`config.mk`:
```
export PLATFORM = sky130hd
export DESIGN_NAME = gf180mcu_fd_sc_mcu9t5v0__pwrsw_seq
export DESIGN_NICKNAME = d
export VERILOG_FILES = /design/src/rtl/gf180mcu_fd_sc_mcu9t5v0__pwrsw_seq.sv
export SDC_FILE = /design/constraint.sdc
export NUM_CORES = 1
export LEC_CHECK = 0
export BUFFER_PORTS_ARGS = -buffer_cell sky130_fd_sc_hd__buf_2
export CORE_MARGIN = 2
export CORE_UTILIZATION = 57
export DETAILED_ROUTE_END_ITERATION = 16
export GPL_TIMING_DRIVEN = 0
export PLACE_DENSITY = 0.8
export RECOVER_POWER = 25
export REMOVE_ABC_BUFFERS = 1
export SLEW_MARGIN = 30
export SYNTH_ARGS = -nofsm -noshare
export SYNTH_HDL_FRONTEND = slang
export SYNTH_SLANG_ARGS = --single-unit
```
`constraint.sdc`:
```
create_clock -name CLK -period 2.3 [get_ports CLK]
set_input_delay 0.23 -clock CLK [delete_from_list [all_inputs] [get_ports CLK]]
set_output_delay 0.23 -clock CLK [all_outputs]
set_load 0.1 [all_outputs]
```
`src/rtl/gf180mcu_fd_sc_mcu9t5v0__pwrsw_seq.sv`:
```
// Staggered header-switch sequencer: ramps segments on one at a time, waits for
// power-good, de-isolates; on power-down isolates first, then ramps off in reverse.
module gf180mcu_fd_sc_mcu9t5v0__pwrsw_seq #(
  parameter int NSEG    = 8,
  parameter int STAGGER = 4,
  parameter int ISO_DLY = 2,
  parameter int TIMEOUT = 64
) (
  input  logic            CLK,
  input  logic            RST,
  input  logic            PWR_REQ,
  input  logic            PG_ACK,
  output logic [NSEG-1:0] SW_EN,
  output logic            ISO,
  output logic            PWR_GOOD,
  output logic            BUSY,
  output logic            ERR
);

  localparam int SW = (STAGGER > 1) ? $clog2(STAGGER) : 1;
  localparam int IW = (ISO_DLY > 1) ? $clog2(ISO_DLY) : 1;
  localparam int TW = $clog2(TIMEOUT + 1);
  localparam logic [NSEG-1:0] ALL_ON = '1;

  typedef enum logic [2:0] {
    S_OFF,
    S_RAMP_UP,
    S_WAIT_ACK,
    S_ON,
    S_ISO_HOLD,
    S_RAMP_DN,
    S_FAULT
  } state_t;

  state_t          state_q, state_d;
  logic [NSEG-1:0] sw_d, sw_up, sw_dn;
  logic [SW-1:0]   stg_q, stg_d;
  logic [IW-1:0]   hold_q, hold_d;
  logic [TW-1:0]   tmo_q, tmo_d;
  logic            stg_hit;
  state_t          up_state, dn_state;
  logic            iso_d, pg_d, busy_d, err_d;

  always_comb begin
    state_d = state_q;
    sw_d    = SW_EN;
    stg_d   = '0;
    hold_d  = '0;
    tmo_d   = '0;

    // Thermometer step: shift in a one at the bottom, or drop the top one.
    sw_up    = (SW_EN << 1) | NSEG'(1);
    sw_dn    = SW_EN >> 1;
    stg_hit  = (stg_q == SW'(STAGGER - 1));
    up_state = (sw_up == ALL_ON) ? S_WAIT_ACK : S_RAMP_UP;
    dn_state = (sw_dn == '0) ? S_OFF : S_RAMP_DN;

    case (state_q)
      S_OFF: begin
        if (PWR_REQ) begin
          sw_d    = sw_up;
          state_d = up_state;
        end
      end
      S_RAMP_UP: begin
        if (!PWR_REQ) begin
          sw_d    = sw_dn;
          state_d = dn_state;
        end else if (stg_hit) begin
          sw_d    = sw_up;
          state_d = up_state;
        end else begin
          stg_d = stg_q + 1'b1;
        end
      end
      S_WAIT_ACK: begin
        if (!PWR_REQ) begin
          sw_d    = sw_dn;
          state_d = dn_state;
        end else if (PG_ACK) begin
          state_d = S_ON;
        end else if (tmo_q == TW'(TIMEOUT - 1)) begin
          sw_d    = '0;
          state_d = S_FAULT;
        end else begin
          tmo_d = tmo_q + 1'b1;
        end
      end
      S_ON: begin
        if (!PWR_REQ) state_d = S_ISO_HOLD;
      end
      S_ISO_HOLD: begin
        if (hold_q == IW'(ISO_DLY - 1)) begin
          sw_d    = sw_dn;
          state_d = dn_state;
        end else begin
          hold_d = hold_q + 1'b1;
        end
      end
      S_RAMP_DN: begin
        if (PWR_REQ) begin
          sw_d    = sw_up;
          state_d = up_state;
        end else if (stg_hit) begin
          sw_d    = sw_dn;
          state_d = dn_state;
        end else begin
          stg_d = stg_q + 1'b1;
        end
      end
      S_FAULT: begin
        if (!PWR_REQ) state_d = S_OFF;
      end
      default: begin
        sw_d    = '0;
        state_d = S_OFF;
      end
    endcase

    // Flags are decoded from the next state so they land on the same edge as it.
    iso_d  = (state_d != S_ON);
    pg_d   = (state_d == S_ON);
    busy_d = !(state_d == S_OFF || state_d == S_ON || state_d == S_FAULT);
    err_d  = (state_d == S_FAULT);
  end

  always_ff @(posedge CLK) begin
    if (RST) begin
      state_q  <= S_OFF;
      SW_EN    <= '0;
      stg_q    <= '0;
      hold_q   <= '0;
      tmo_q    <= '0;
      ISO      <= 1'b1;
      PWR_GOOD <= 1'b0;
      BUSY     <= 1'b0;
      ERR      <= 1'b0;
    end else begin
      state_q  <= state_d;
      SW_EN    <= sw_d;
      stg_q    <= stg_d;
      hold_q   <= hold_d;
      tmo_q    <= tmo_d;
      ISO      <= iso_d;
      PWR_GOOD <= pg_d;
      BUSY     <= busy_d;
      ERR      <= err_d;
    end
  end

endmodule

```
### Word-level counts from Yosys, hierarchy flattened

Index checks and enable logic that the tools add are counted.

* memories: 0
* logic and storage cells: 72
* register bits after elaboration: 25
* latch bits: 0
* input port bits: 4
* output and inout bits: 12
* memory bits (read-only): 0
* memory bits (writable): 0

* $add $sub $neg: 3
* $lt $le $gt $ge: 0
* equal/unequal tests: 18
* $mul: 0
* bitwise logic cells: 4
* reduce and logical (&&, ||, !) cells: 10
* shift-type cells: 0
* div/mod/pow operators: 0
* mux-type cells: 28

Operators by type and width (count)
* $mux W8: 9
* $pmux W8 S6: 1
* $mux W3: 12
* $pmux W3 S7: 1
* $eq A3 B3 Y1 const B: 4
* $ne A3 B3 Y1 const B: 4
* $eq A3 B2 Y1 const B: 3
* $logic_not A8 Y1: 1
* $mux W2: 4
* $add A7 B1 Y7 const B: 1
* $eq A7 B6 Y1 const B: 1
* $eq A7 B7 Y1 const B: 1
* $reduce_and A7 Y1: 1
* $logic_not A3 Y1: 2
* $reduce_or A5 Y1: 1
* $ne A2 B2 Y1 const B: 2
* $not A1 Y1: 4
* $pmux W2 S2: 1
* $eq A3 B1 Y1 const B: 1
* $ne A3 B2 Y1 const B: 1
* $reduce_or A3 Y1: 1
* $add A2 B1 Y2 const B: 1
* $eq A2 B2 Y1 const B: 1
* $logic_or A1 B1 Y1: 2
* 3 further kinds: 3

### Logic depth before layout (Yosys ltp)

* word-level depth: 9
* depth in mapped cells: 8
* depth with buffers taken out: 7

### Worst setup path after synthesis

No wires, ideal clock.

* kind: register to register
* from: register SW_EN[4]
* to: register ISO
* arrival time: 2049 ps
* required time: 2161 ps
* period minus slack after synthesis: 2187 ps
* stages on the path, launching flop included: 6
* slack: 113 ps
* path buffers: 0
* cells stage by stage: dfxtp_1 > or4_1 > nor3_2 > o32ai_1 > a21oi_2 > or3_1

* word-level cells in the longest chain between the ends: 6

RTL lines
* from (decl): line 13 `output logic [NSEG-1:0] SW_EN,`
* from (signal assigned): line 140 `SW_EN <= sw_d;`
* $eq A7 B7 Y1 or $logic_not A8 Y1 (tied branches): line 55, 56
* $mux W2 or $mux W3 (tied branches): line 55, 56
* $mux W3 (on tied branches): line 69, 104
* $mux W3 (on tied branches): line 66, 101
* $pmux W3 S7 (*): line 58 `case (state_q)`
* $ne A3 B2 Y1 (*): line 121 `iso_d = (state_d != S_ON);`
* to (signal assigned): line 144 `ISO <= iso_d;`
* to (decl): line 14 `output logic ISO,`

Mark *: on every way between the ends. The rest lies on a longest branch, timed or not.
A chain may end at the register's enable or synchronous reset.

### Worst setup path in the final report

* from: register state_q[2]
* to: register SW_EN[7]

* word-level cells in the longest chain between the ends: 4

RTL lines
* from (decl): line 35 `state_t state_q, state_d;`
* from (signal assigned): line 139 `state_q <= state_d;`
* $eq A3 B3 Y1 or $eq A3 B2 Y1 (tied branches): line 58
* $reduce_or A2 Y1 (no source line)
* $not A1 Y1 (no source line)
* $reduce_and A7 Y1 (no source line)

Several ways; a longest one is shown, not always the timed one.

==> results.yml <==
power_and_ir_drop:
  ir_worst_vdd_v: 0.000476
  power.leakage_uw: 0.000564
  power-per-cell-area_nw_per_um2: 536
critical_path:
  cp_slowest_cell: "dfxtp_1"
  worstPathRequired_ns: 2.57
  crit_arrival_ns: 2.43
  regToRegSetupSlack_ns: 0.14
  crit_path_end_kind: "register"
  reg2reg_depth: 6
  r2r_start: "state_q[2]$_SDFF_PP0_"
  start_kind: "register"
  cp-startpoint: "state_q[2]$_SDFF_PP0_"
  rr_endpoint: "SW_EN[7]$_SDFFE_PP0P_"
  setup.worst_path.class: "reg2reg"
  cpPeakStageDelay_ns: 0.74
  path_cells: "and2b_4, a22oi_2, o22ai_2, a211oi_4, or4b_1, a21oi_1"
  cp_max_fo: 18
route:
  wirelength_mm: 2.68
  wirelength_met1_mm: 1.19
  drt_iter0_drc: 19
  wl_met3_um: 127
  dr_wl_met2_mm: 1.32
  vias: 1151
  ant_nets: 0
  top_layer: "met4"
  routedWlPerCell_um: 13.5
  via_per_inst: 5.78
  dr.pass1.iters: 4
  drc: 0
clock_tree:
  clk_latency_ns: 0.33
  clock-sinks: 25
  cts_setup_buffers: 0
  cts_made_buffers: 3
  hold_buffers: 0
  path_clk_slew_ns: 0.14
  cts_root_buf: "clkbuf_4"
  tritoncts: "done"
  clockBufferDepth: 2
  cts.htree.levels: 1
  post_cts_resized: 1
layout:
  drive_gt1_frac: 0.164
  area_delta_synth_final_pct: 6.38
  finalNetCount: 178
  diodes: 0
timing:
  finalSetupViolations: 0
  worstMarginPinSlew_ns: 1.17
  finalSetupTns_ns: 0
  whs_ns: 0.241
  period_share: 0.940
  fin_skew_ns: 0.00768
  post-route-min-period_ns: 2.16
  rsz0062_at_grt: "no"
  max_freq_mhz: 462
  maxSlewViolCount: 0
  finalHoldViolations: 0
  slew_headroom: 0.226
global_route:
  grt_max_degree: 25
  grt_pass1_vias: 1029
  grt_overflow: 0
  grt_pass1_wl_mm: 4.57
  grt_antenna_before_repair: 0
  grtUsageTotal: 0.221
yosys:
  synth_edf_count: 0
  yosys_warnings: 0
  synth-async-reset-ratio: 0
  synthFlopType: "dfxtp_1"
  synth_area_leaders: "dfxtp_1, mux2i_1, nor2_1, o21ai_1, nand2_1"
  synthCells: 160
  synth_cell_types: 47
  synth_area_um2: 1390
  ys_seq_elements: 25
  synth.yosys.seq_area_share: 0.360
  synth_top_cell_by_area: "dfxtp_1"
  postSynthAreaPerCell_um2: 8.70
  synth_top_area_share: 0.360
place:
  numPortBuffers: 15
  dp_hpwl_mm: 1.93
  place_congestion: 0.914
floorplan:
  die_w_um: 53.4
  fp-row-count: 17
  start_util: 0.617
  dieArea_um2: 2850
  dieHeight_um: 53.4
  ioPinCount: 16
  core_um2: 2250
min_path:
  hold_class: "in2reg"
  min_from: "RST"
  min_to: "state_q[0]$_SDFF_PP0_"
  holdPathStages: 2
job:
  cap_violations: 0
status:
  status: "complete, no violations"
-- worst max path at each step --
stage / to / depth (start not counted) / slack, ns
3_3_place_gp: SW_EN[4]$_SDFFE_PP0P_ / 5 / 0.08
2_1_floorplan: ISO$_SDFF_PP1_ / 5 / 0.11
3_5_place_dp: SW_EN[4]$_SDFFE_PP0P_ / 5 / -0.001
5_1_grt: SW_EN[7]$_SDFFE_PP0P_ / 6 / 0.01
4_1_cts: SW_EN[7]$_SDFFE_PP0P_ / 6 / 0.12
6_report: SW_EN[7]$_SDFFE_PP0P_ / 6 / 0.14
-- worst max-delay path, delay by kind of cell, from the launching register on --
family	cells	cell delay [ns]
DFF	1	0.74
AOI/OAI and AO/OA	4	0.53
and+or+nand+nor	2	0.83
-- layout by cell type, fill, tap and decap left out, drive strengths merged, types with 3 or more instances in the layout --
cell    netlist  routed
nand4         3       3
nand3         3       3
xnor2         4       4
nand2        12      12
buf           6       8
nand2b        4       4
or3           3       3
inv           5       5
o21ai        12      12
a21oi         3       3
clkbuf        2      10
dfxtp        25      25
mux2i        14      14
nor3          8       8
nor2         23      23
-- layout make-up --
class,instances,area [µm²]
multi-input cells,122,827
fillers,203,774
flip-flops and latches,25,503
repair buffers,15,66.3
well taps,28,35.0
clock buffers,3,22.5
inverters,5,18.8
clock inverters,1,7.51
-- report_power, final --
group / internal, µW / total (µW) / switching [µW]
registers: 442 / 457 / 14.8
logic: 40.0 / 130 / 89.7
clock network: 66.8 / 206 / 140
-- synth_stat cells, types with 4 or more instances --
cell type / instances
nor2_1: 23
mux2i_1: 14
xnor2_1: 4
nor3_1: 6
nand2b_1: 4
dfxtp_1: 25
nand2_1: 11
o21ai_1: 9
-- stage by stage --
step / util / power [µW] / area, µm² / setup WS [ns] / cells
floorplan: - / 567 / 1350 / 0.114 / 152
global placement: 0.646 / 594 / 1460 / 0.0759 / 195
detailed placement: 0.646 / 597 / 1460 / -0.00125 / 195
CTS: 0.660 / 802 / 1490 / 0.121 / 199
global route: 0.656 / 829 / 1480 / 0.0142 / 199
finish: 0.656 / 793 / 1480 / 0.138 / 199
-- registers in the layout, indices dropped and copies added (netlist names) --
signal / flops
SW_EN: 8
tmo_q: 7
state_q: 3
stg_q: 2
BUSY: 1
ERR: 1
ISO: 1
PWR_GOOD: 1
hold_q: 1
-- per-layer routing --
| metal | global-route usage | up-vias |
|---|---|---|
| li1 | - | 591 |
| met1 | 0.300 | 527 |
| met2 | 0.340 | 28 |
| met3 | 0.0254 | 5 |
| met4 | 0.115 | 0 |
| met5 | 0 | - |
-- cell families (layout without fill, tap and decap cells) --
| family | after synthesis | after routing | share of synthesized area |
|---|---|---|---|
| compound gates | 27 | 27 | 0.147 |
| xor+xnor | 6 | 6 | 0.0378 |
| fa+ha+maj | 2 | 2 | 0.0180 |
| buf+inv | 13 | 24 | 0.0459 |
| flops | 25 | 25 | 0.360 |
| mux | 14 | 14 | 0.101 |
| simple gates | 73 | 73 | 0.290 |
(Power assumes the default switching activity.)
